$ cat config.mk
export PLATFORM = sky130hd
export DESIGN_NAME = adc_capture
export DESIGN_NICKNAME = d
export VERILOG_FILES = /design/src/rtl/adc_capture.sv
export SDC_FILE = /design/constraint.sdc
export NUM_CORES = 1
export LEC_CHECK = 0
export BUFFER_PORTS_ARGS = -buffer_cell sky130_fd_sc_hd__buf_4
export CORE_MARGIN = 2
export CORE_UTILIZATION = 46
export CTS_BUF_LIST = sky130_fd_sc_hd__clkbuf_2 sky130_fd_sc_hd__clkbuf_4 sky130_fd_sc_hd__clkbuf_8
export DETAILED_ROUTE_END_ITERATION = 8
export HOLD_SLACK_MARGIN = 0.1
export PLACE_DENSITY = 0.67
export RECOVER_POWER = 50
export SLEW_MARGIN = 40
export SYNTH_ARGS = -nofsm -noshare
export SYNTH_HDL_FRONTEND = slang
export SYNTH_SLANG_ARGS = --single-unit
$ cat constraint.sdc
create_clock -name i_main_clock -period 5 [get_ports i_main_clock]
set_clock_uncertainty 0.15 [all_clocks]
set_input_delay 1.25 -clock i_main_clock [delete_from_list [all_inputs] [get_ports i_main_clock]]
set_output_delay 1.25 -clock i_main_clock [all_outputs]
set_load 0.005 [all_outputs]
$ cat src/rtl/adc_capture.sv
// ADC capture engine: decimates incoming samples, detects a trigger and streams
// pre/post-trigger samples into an external circular sample RAM.
module adc_capture #(
  parameter int DATA_WIDTH = 14,
  parameter int ADDR_WIDTH = 12
) (
  input  logic                  i_main_clock,
  input  logic                  i_reset,
  input  logic [DATA_WIDTH-1:0] i_adc_data,
  input  logic                  i_adc_valid,
  input  logic [15:0]           i_sample_divider,
  input  logic [DATA_WIDTH-1:0] i_trigger_level,
  input  logic [1:0]            i_trigger_mode,
  input  logic                  i_ext_trigger,
  input  logic [ADDR_WIDTH-1:0] i_pre_trigger_count,
  input  logic                  i_arm,
  input  logic                  i_abort,
  output logic [ADDR_WIDTH-1:0] o_ram_address,
  output logic [DATA_WIDTH-1:0] o_ram_data,
  output logic                  o_ram_write,
  output logic [ADDR_WIDTH-1:0] o_trigger_address,
  output logic                  o_busy,
  output logic                  o_triggered,
  output logic                  o_done
);

  localparam logic [ADDR_WIDTH-1:0] ADDR_ZERO = '0;
  localparam logic [ADDR_WIDTH-1:0] ADDR_ONE  = {{(ADDR_WIDTH-1){1'b0}}, 1'b1};

  typedef enum logic [1:0] {
    ST_IDLE = 2'd0,
    ST_PRE  = 2'd1,
    ST_WAIT = 2'd2,
    ST_POST = 2'd3
  } state_t;

  state_t                state_r;
  logic [15:0]           div_cnt_r;
  logic [ADDR_WIDTH-1:0] cnt_r;
  logic [ADDR_WIDTH-1:0] pre_r;
  logic [ADDR_WIDTH-1:0] post_last_r;
  logic [DATA_WIDTH-1:0] prev_r;
  logic                  have_prev_r;

  logic                  keep_s;
  logic                  trig_s;
  logic [ADDR_WIDTH-1:0] next_addr_s;

  // Sample qualification, address of the sample being kept, trigger decision
  always_comb begin
    keep_s      = o_busy & i_adc_valid & (div_cnt_r == 16'd0);
    next_addr_s = o_ram_address;
    trig_s      = 1'b0;
    if (o_ram_write) begin
      next_addr_s = o_ram_address + ADDR_ONE;
    end else begin
      next_addr_s = o_ram_address;
    end
    case (i_trigger_mode)
      2'd0:    trig_s = have_prev_r && (prev_r < i_trigger_level) && (i_adc_data >= i_trigger_level);
      2'd1:    trig_s = have_prev_r && (prev_r >= i_trigger_level) && (i_adc_data < i_trigger_level);
      2'd2:    trig_s = 1'b1;
      2'd3:    trig_s = i_ext_trigger;
      default: trig_s = 1'b0;
    endcase
  end

  // Capture FSM, decimator, write pointer and registered RAM/status outputs
  always_ff @(posedge i_main_clock or posedge i_reset) begin
    if (i_reset) begin
      state_r           <= ST_IDLE;
      div_cnt_r         <= 16'd0;
      cnt_r             <= ADDR_ZERO;
      pre_r             <= ADDR_ZERO;
      post_last_r       <= ADDR_ZERO;
      prev_r            <= '0;
      have_prev_r       <= 1'b0;
      o_ram_address     <= ADDR_ZERO;
      o_ram_data        <= '0;
      o_ram_write       <= 1'b0;
      o_trigger_address <= ADDR_ZERO;
      o_busy            <= 1'b0;
      o_triggered       <= 1'b0;
      o_done            <= 1'b0;
    end else begin
      o_ram_write <= 1'b0;
      // The pointer advances once the write it addresses has been presented
      if (o_ram_write) begin
        o_ram_address <= o_ram_address + ADDR_ONE;
      end else begin
        o_ram_address <= o_ram_address;
      end
      if (o_busy && i_adc_valid) begin
        if (div_cnt_r >= i_sample_divider) begin
          div_cnt_r <= 16'd0;
        end else begin
          div_cnt_r <= div_cnt_r + 16'd1;
        end
      end
      if (keep_s) begin
        o_ram_write <= 1'b1;
        o_ram_data  <= i_adc_data;
        prev_r      <= i_adc_data;
        have_prev_r <= 1'b1;
      end

      if (o_busy && i_abort) begin
        state_r     <= ST_IDLE;
        o_busy      <= 1'b0;
        o_done      <= 1'b0;
        o_ram_write <= 1'b0;
      end else begin
        case (state_r)
          ST_IDLE: begin
            if (i_arm && !i_abort) begin
              o_ram_address <= ADDR_ZERO;
              cnt_r         <= ADDR_ZERO;
              div_cnt_r     <= 16'd0;
              have_prev_r   <= 1'b0;
              pre_r         <= i_pre_trigger_count;
              post_last_r   <= ~i_pre_trigger_count;
              o_done        <= 1'b0;
              o_triggered   <= 1'b0;
              o_busy        <= 1'b1;
              state_r       <= (i_pre_trigger_count == ADDR_ZERO) ? ST_WAIT : ST_PRE;
            end
          end
          ST_PRE: begin
            if (keep_s) begin
              if (cnt_r == pre_r - ADDR_ONE) begin
                cnt_r   <= ADDR_ZERO;
                state_r <= ST_WAIT;
              end else begin
                cnt_r <= cnt_r + ADDR_ONE;
              end
            end
          end
          ST_WAIT: begin
            if (keep_s && trig_s) begin
              o_trigger_address <= next_addr_s;
              o_triggered       <= 1'b1;
              // The trigger sample itself is post sample 1
              if (post_last_r == ADDR_ZERO) begin
                o_busy  <= 1'b0;
                o_done  <= 1'b1;
                state_r <= ST_IDLE;
              end else begin
                cnt_r   <= ADDR_ONE;
                state_r <= ST_POST;
              end
            end
          end
          ST_POST: begin
            if (keep_s) begin
              if (cnt_r == post_last_r) begin
                o_busy  <= 1'b0;
                o_done  <= 1'b1;
                state_r <= ST_IDLE;
              end else begin
                cnt_r <= cnt_r + ADDR_ONE;
              end
            end
          end
          default: begin
            o_busy  <= 1'b0;
            state_r <= ST_IDLE;
          end
        endcase
      end
    end
  end

endmodule

After elaboration in Yosys (flattened, before gate mapping)
Index checks and enable logic that the tools add are counted.

storage, ports and cells
  flip-flop bits (word level) = 97
  input bits = 64

cells by class
  add/sub/neg operators = 4
  order comparisons = 5
  equal/unequal tests = 21
  muxes and demuxes = 50
  bitwise gates (word level) = 4
  reductions and logical operators = 22

operators with widths
  operator                                            count
  two-way mux 12 bit                                  11
  two-way mux 16 bit                                  5
  one-hot mux 12 bit (4 select lines)                 1
  >= comparator 14 bit                                2
  less-than comparator 14 bit                         2
  adder 12 x 1 -> 12 bit, second input constant       2
  == test 12 bit                                      2
  zero test 12 bit                                    2
  inequality test 3 bit, second input constant        7
  two-way mux 1 bit                                   19
  two-way mux 2 bit                                   9
  adder 16 x 1 -> 16 bit, second input constant       1
  >= comparator 16 bit                                1
  zero test 16 bit                                    1
  inequality test 2 bit, second input constant        6
  inverter 12 bit                                     1
  AND reduction 6 bit                                 2
  subtractor 12 x 1 -> 12 bit, second input constant  1
  == test 2 bit, second input constant                4
  logical AND 1 bit                                   8
  one-hot mux 2 bit (4 select lines)                  1
  AND reduction 7 bit                                 1
  one-hot mux 1 bit (3 select lines)                  2
  AND reduction 3 bit                                 2
  10 further kinds                                    13

Depth between registers and ports, before layout
  depth after elaboration = 8
  depth in mapped cells = 12
  mapped depth without buffers = 10

Least setup slack after synthesis
Ideal clock, no wire load.

  kind = input to register
  start = in i_trigger_level[9]
  end = reg o_trigger_address[0]
  setup time = 0.125 ns
  arrival time = 3.315 ns
  required time = 4.725 ns
  path slack = 1.410 ns
  stages on the path = 10
  path through = inv_1 -> ha_1 -> a21oi_1 -> o21ai_0 -> a221oi_1 -> nand4_1 -> o21ai_0 -> nand4_1 -> clkbuf_1 -> mux2_2

on the way
  cells in the longest elaborated chain, start to end = 6
  elaborated cells on any way between the ends = 11
  those cells by class = 4 x order compare; 1 x mux; 6 x reduce/logical

RTL lines
  item                                                                        line    RTL
  start: declaration                                                          12      input logic [DATA_WIDTH-1:0] i_trigger_level,
  >= comparator 14 bit / less-than comparator 14 bit (equally long branches)  61, 60
  logical AND 1 bit, on equally long branches (2 in series)                   61, 60
  one-hot mux 1 bit (4 select lines) (*)                                      59      case (i_trigger_mode)
  logical AND 1 bit (*)                                                       139     if (keep_s && trig_s) begin
  AND reduction 3 bit (no source line) (*)                                    n/a
  end signal: assignment                                                      140     o_trigger_address <= next_addr_s;
  end: declaration                                                            21      output logic [ADDR_WIDTH-1:0] o_trigger_address,

Every way passes the cells marked *; elsewhere a longest branch is shown, timed or not.
A chain may end at the register's enable or synchronous reset.

Final worst setup path
  start = reg pre_r[0]
  end = reg cnt_r[10]

on the way
  cells in the longest elaborated chain, start to end = 5

RTL lines
  item                                 line  RTL
  start: declaration                   40    logic [ADDR_WIDTH-1:0] pre_r;
  start signal: assignment             120   pre_r <= i_pre_trigger_count;
  subtractor 12 x 1 -> 12 bit          130   if (cnt_r == pre_r - ADDR_ONE) begin
  == test 12 bit                       130
  two-way mux 12 bit                   130
  two-way mux 12 bit                   129   if (keep_s) begin
  one-hot mux 12 bit (4 select lines)  113   case (state_r)
  end signal: assignment               134   cnt_r <= cnt_r + ADDR_ONE;
  end signal: assignment               160   cnt_r <= cnt_r + ADDR_ONE;
  end: declaration                     39    logic [ADDR_WIDTH-1:0] cnt_r;

Every way passes these cells. The select of a mux whose other input is x is not followed.

==> summary.txt <==
Status
  – Status: finished, violations left
  – Failing checks: capacitance limit, slew limit

Layout
  – Area Growth Syn to Fin: 19.1%
  – Filler Cell Count: 1,213
  – Nets: 901
  – Layout cells sized above 1: 0.194
  – Antenna diodes: 0

Drt
  – TritonRoute pass-1 iters: 5
  – Avg Vias per Cell: 5.50
  – WL/cell: 15.5 µm
  – Vias: 5,326
  – Initial DRC count: 348
  – Total Routed Length: 15.0 mm
  – Final antenna-violating net count: 0
  – DRC: 0

Worst setup path
  – Largest stage delay, worst path: 0.61 ns
  – Worst EP arrival: 4.02 ns
  – CP startpoint kind: flip-flop
  – Crit path max-delay cell type: or4b_1
  – Worst path cell trace: inv_1 -> ha_1 -> or4b_1 -> or4b_1 -> and3_1 -> o31a_1 -> nor4_2 -> a21o_1 -> a2bb2oi_1 -> o21ai_0
  – CP endpoint kind: flip-flop
  – Most repeated library cell on the critical path: or4b_1
  – CP Buf/Inv Count: 1
  – Largest fanout on the critical path: 11
  – CP Class: reg2reg
  – Largest delay contributor family on the critical path: simple AND/OR/NAND/NOR gates
  – Worst endpoint required time: 5.10 ns

Placement
  – Dpl ws: 1.00 ns
  – RePlAce Congestion: 0.914
  – Port bufs: 105
  – Hpwl dp: 11.5 mm

Global route
  – Number of antenna violations at the first check in global routing: 0
  – Largest net degree at the start of global routing: 45
  – GR Overflow Total: 0
  – Vias in the first global route: 5,201
  – Met1 Use GR: 0.297
  – Met3 usage: 0.0352
  – GRT busiest layer: met2
  – First-pass GRT wire length: 25.3 mm
  – GRT Total Usage: 0.220
  – M2 GR Usage: 0.353

Floorplan
  – Full die area: 0.0143 mm²
  – Core area: 0.0131 mm²
  – Die width: 119 µm
  – Die height: 119 µm
  – FP Rows: 42
  – Starting Density: 0.467
  – Io pins: 106

Synthesis
  – Sequential-to-total area share from yosys stat: 0.396
  – Largest area contributor in the netlist: dfrtp_1
  – Yosys top cell area share: 0.396
  – Unique cell type count in the Yosys netlist: 58
  – Post-Syn Area per Cell: 8.97 µm²
  – Top-count cell post-synth: dfrtp_1
  – Main synth FF type: dfrtp_1
  – Synth top area cells: dfrtp_1 (40%), ha_1 (10%), nand2_1 (5.4%)
  – Post-Syn Nets: 797
  – Commonest cells post-synth: dfrtp_1 (97), nand2_1 (89), nor2_1 (58)
  – EDFF count, synth: 0
  – FF+latch count, synth: 97
  – Yosys warns: 0
  – Async S/R FF share, synth: 1.00
  – Syn Std Cell Area: 0.00614 mm²
  – Synth Instances: 684

Clocking
  – CTS buffer count: 9
  – Clock root cell: clkbuf_8
  – Hold-fix buffers at CTS: 0
  – Worst-Skew Late Latency: 0.38 ns
  – Clock transition at the registers of the reported paths: 0.10 ns
  – H-tree depth: 3
  – Clk buf depth: 2
  – Setup bufs post-CTS: 0
  – TritonCTS clock tree: built
  – Post-CTS resize count: 0
  – Clock Sink Count: 97

Timing
  – Final setup viols: 0
  – TNS Setup: 0 ns
  – PnR worst setup slack: 1.08 ns
  – Peak Freq: 0.255 GHz
  – Final min period: 3.92 ns
  – Final Cycle Share: 0.785
  – Max Slew Vio Count: 121
  – Final Hold Fails: 0
  – Slew headroom: -0.226
  – RSZ-0062 raised after global routing: false
  – Worst Max-Slew Pin Slew: 1.84 ns

Pwr
  – Internal Power: 1940 µW
  – VDD IR max: 0.211 mV
  – Clock power share: 0.166
  – Lkg Pwr: 0.00368 µW
  – Sw power: 1310 µW
  – Sw frac: 0.402
  – Reg power frac: 0.409
  – P per Cell Area: 445 mW/mm²
  – Comb pwr share: 0.425

Flow run
  – MaxCap Viol Count: 3

Worst hold path
  – Hold Crit Class: reg2reg
[power by group through the flow]
stage	Combinational, µW	Sequential [µW]	Clock (µW)
finish	1380	1330	541
floorplan	1040	1220	0
global route	1570	1370	585
detailed placement	1380	1340	0
CTS	1390	1330	555
global placement	1330	1330	0
[cell usage in the layout (no fill, tap or decap), types with 3 or more instances in the layout]
cell and instances:
a2bb2oi_1 9, dfrtp_1 97, a21oi_1 29, nor2_1 58
a31oi_1 5, ha_1 49, o21ai_0 36, nand2b_1 9
buf_4 105, nor3_1 9, o211ai_1 4, nand2_1 89
and2_0 7, clkbuf_1 5, inv_1 51, nand3_1 19
and3_1 12, inv_6 3, and2_1 8, o22ai_1 3
nor2b_1 4, or3_1 12, clkbuf_8 10, nor4_1 13
nand4_1 17, mux2_2 26, a21o_1 10, xor2_1 19
xnor2_1 29
[flip-flops by register name, indices dropped and copies added, names as in the netlist]
register and count:
div_cnt_r 16, o_done 1, state_r 2, pre_r 12, have_prev_r 1, o_ram_address 12
o_triggered 1, o_ram_write 1, post_last_r 12, o_trigger_address 12, prev_r 14, cnt_r 12
o_busy 1
[stage by stage]
| stage | hold WS, ns | total power (µW) | instances | utilization | instance area (µm²) |
|---|---|---|---|---|---|
| 4_1_cts | 0.357 | 3270 | 968 | 0.558 | 7330 |
| 6_report | 0.357 | 3250 | 968 | 0.556 | 7310 |
| 3_5_place_dp | 0.326 | 2730 | 953 | 0.543 | 7130 |
| 5_1_grt | 0.387 | 3530 | 968 | 0.556 | 7310 |
| 2_1_floorplan | 0.316 | 2260 | 684 | - | 6140 |
| 3_3_place_gp | 0.317 | 2660 | 953 | 0.542 | 7120 |
[final timing paths]
| path | to | cells past startpoint | from | slack [ns] |
|---|---|---|---|---|
| max in group asynchronous | post_last_r[1]$_DFFE_PP0P_ | 3 | i_reset | 1.22 |
| hold reg to reg | o_triggered$_DFFE_PP0P_ | 2 | o_triggered$_DFFE_PP0P_ | 0.36 |
| hold / removal | o_triggered$_DFFE_PP0P_ | 2 | o_triggered$_DFFE_PP0P_ | 0.36 |
| setup reg to reg | cnt_r[10]$_DFFE_PP0P_ | 10 | pre_r[0]$_DFFE_PP0P_ | 1.08 |
| setup / recovery | cnt_r[10]$_DFFE_PP0P_ | 10 | pre_r[0]$_DFFE_PP0P_ | 1.08 |
| min in group asynchronous | o_trigger_address[3]$_DFFE_PP0P_ | 2 | i_reset | 1.14 |
[final cells by class]
cell class / count / area (µm²) / share of cell area
Clock buffer: 10 / 138 / 0.0188
Clock inverter: 5 / 61.3 / 0.00839
Inverter: 52 / 196 / 0.0269
Multi-Input combinational cell: 517 / 3450 / 0.472
Sequential cell: 97 / 2430 / 0.332
Tap cell: 176 / 220 / 0.0301
Timing Repair Buffer: 111 / 815 / 0.111
[kinds of logic (layout without fill, tap and decap cells)]
| group | after synthesis | count (layout) | share of synthesized area |
|---|---|---|---|
| AO/OA/AOI/OAI | 122 | 122 | 0.127 |
| XOR/XNOR | 48 | 48 | 0.0685 |
| adder cells (fa/ha/maj) | 49 | 49 | 0.0999 |
| buffers and inverters | 70 | 178 | 0.0442 |
| flip-flops | 97 | 97 | 0.396 |
| multiplexers | 27 | 27 | 0.0493 |
| AND/OR/NAND/NOR | 271 | 271 | 0.216 |
[worst min-delay path: stages (launching register included)]
cell     delay (ns)
dfrtp_1        0.37
nand2_1        0.05
nand2_1        0.06
[layer usage]
metal,wire (µm),up-vias
met5,0,-
met4,332,0
met3,650,26
met2,7170,150
met1,6850,2553
li1,-,2597
No activity file was read; power rests on OpenSTA's default activity.
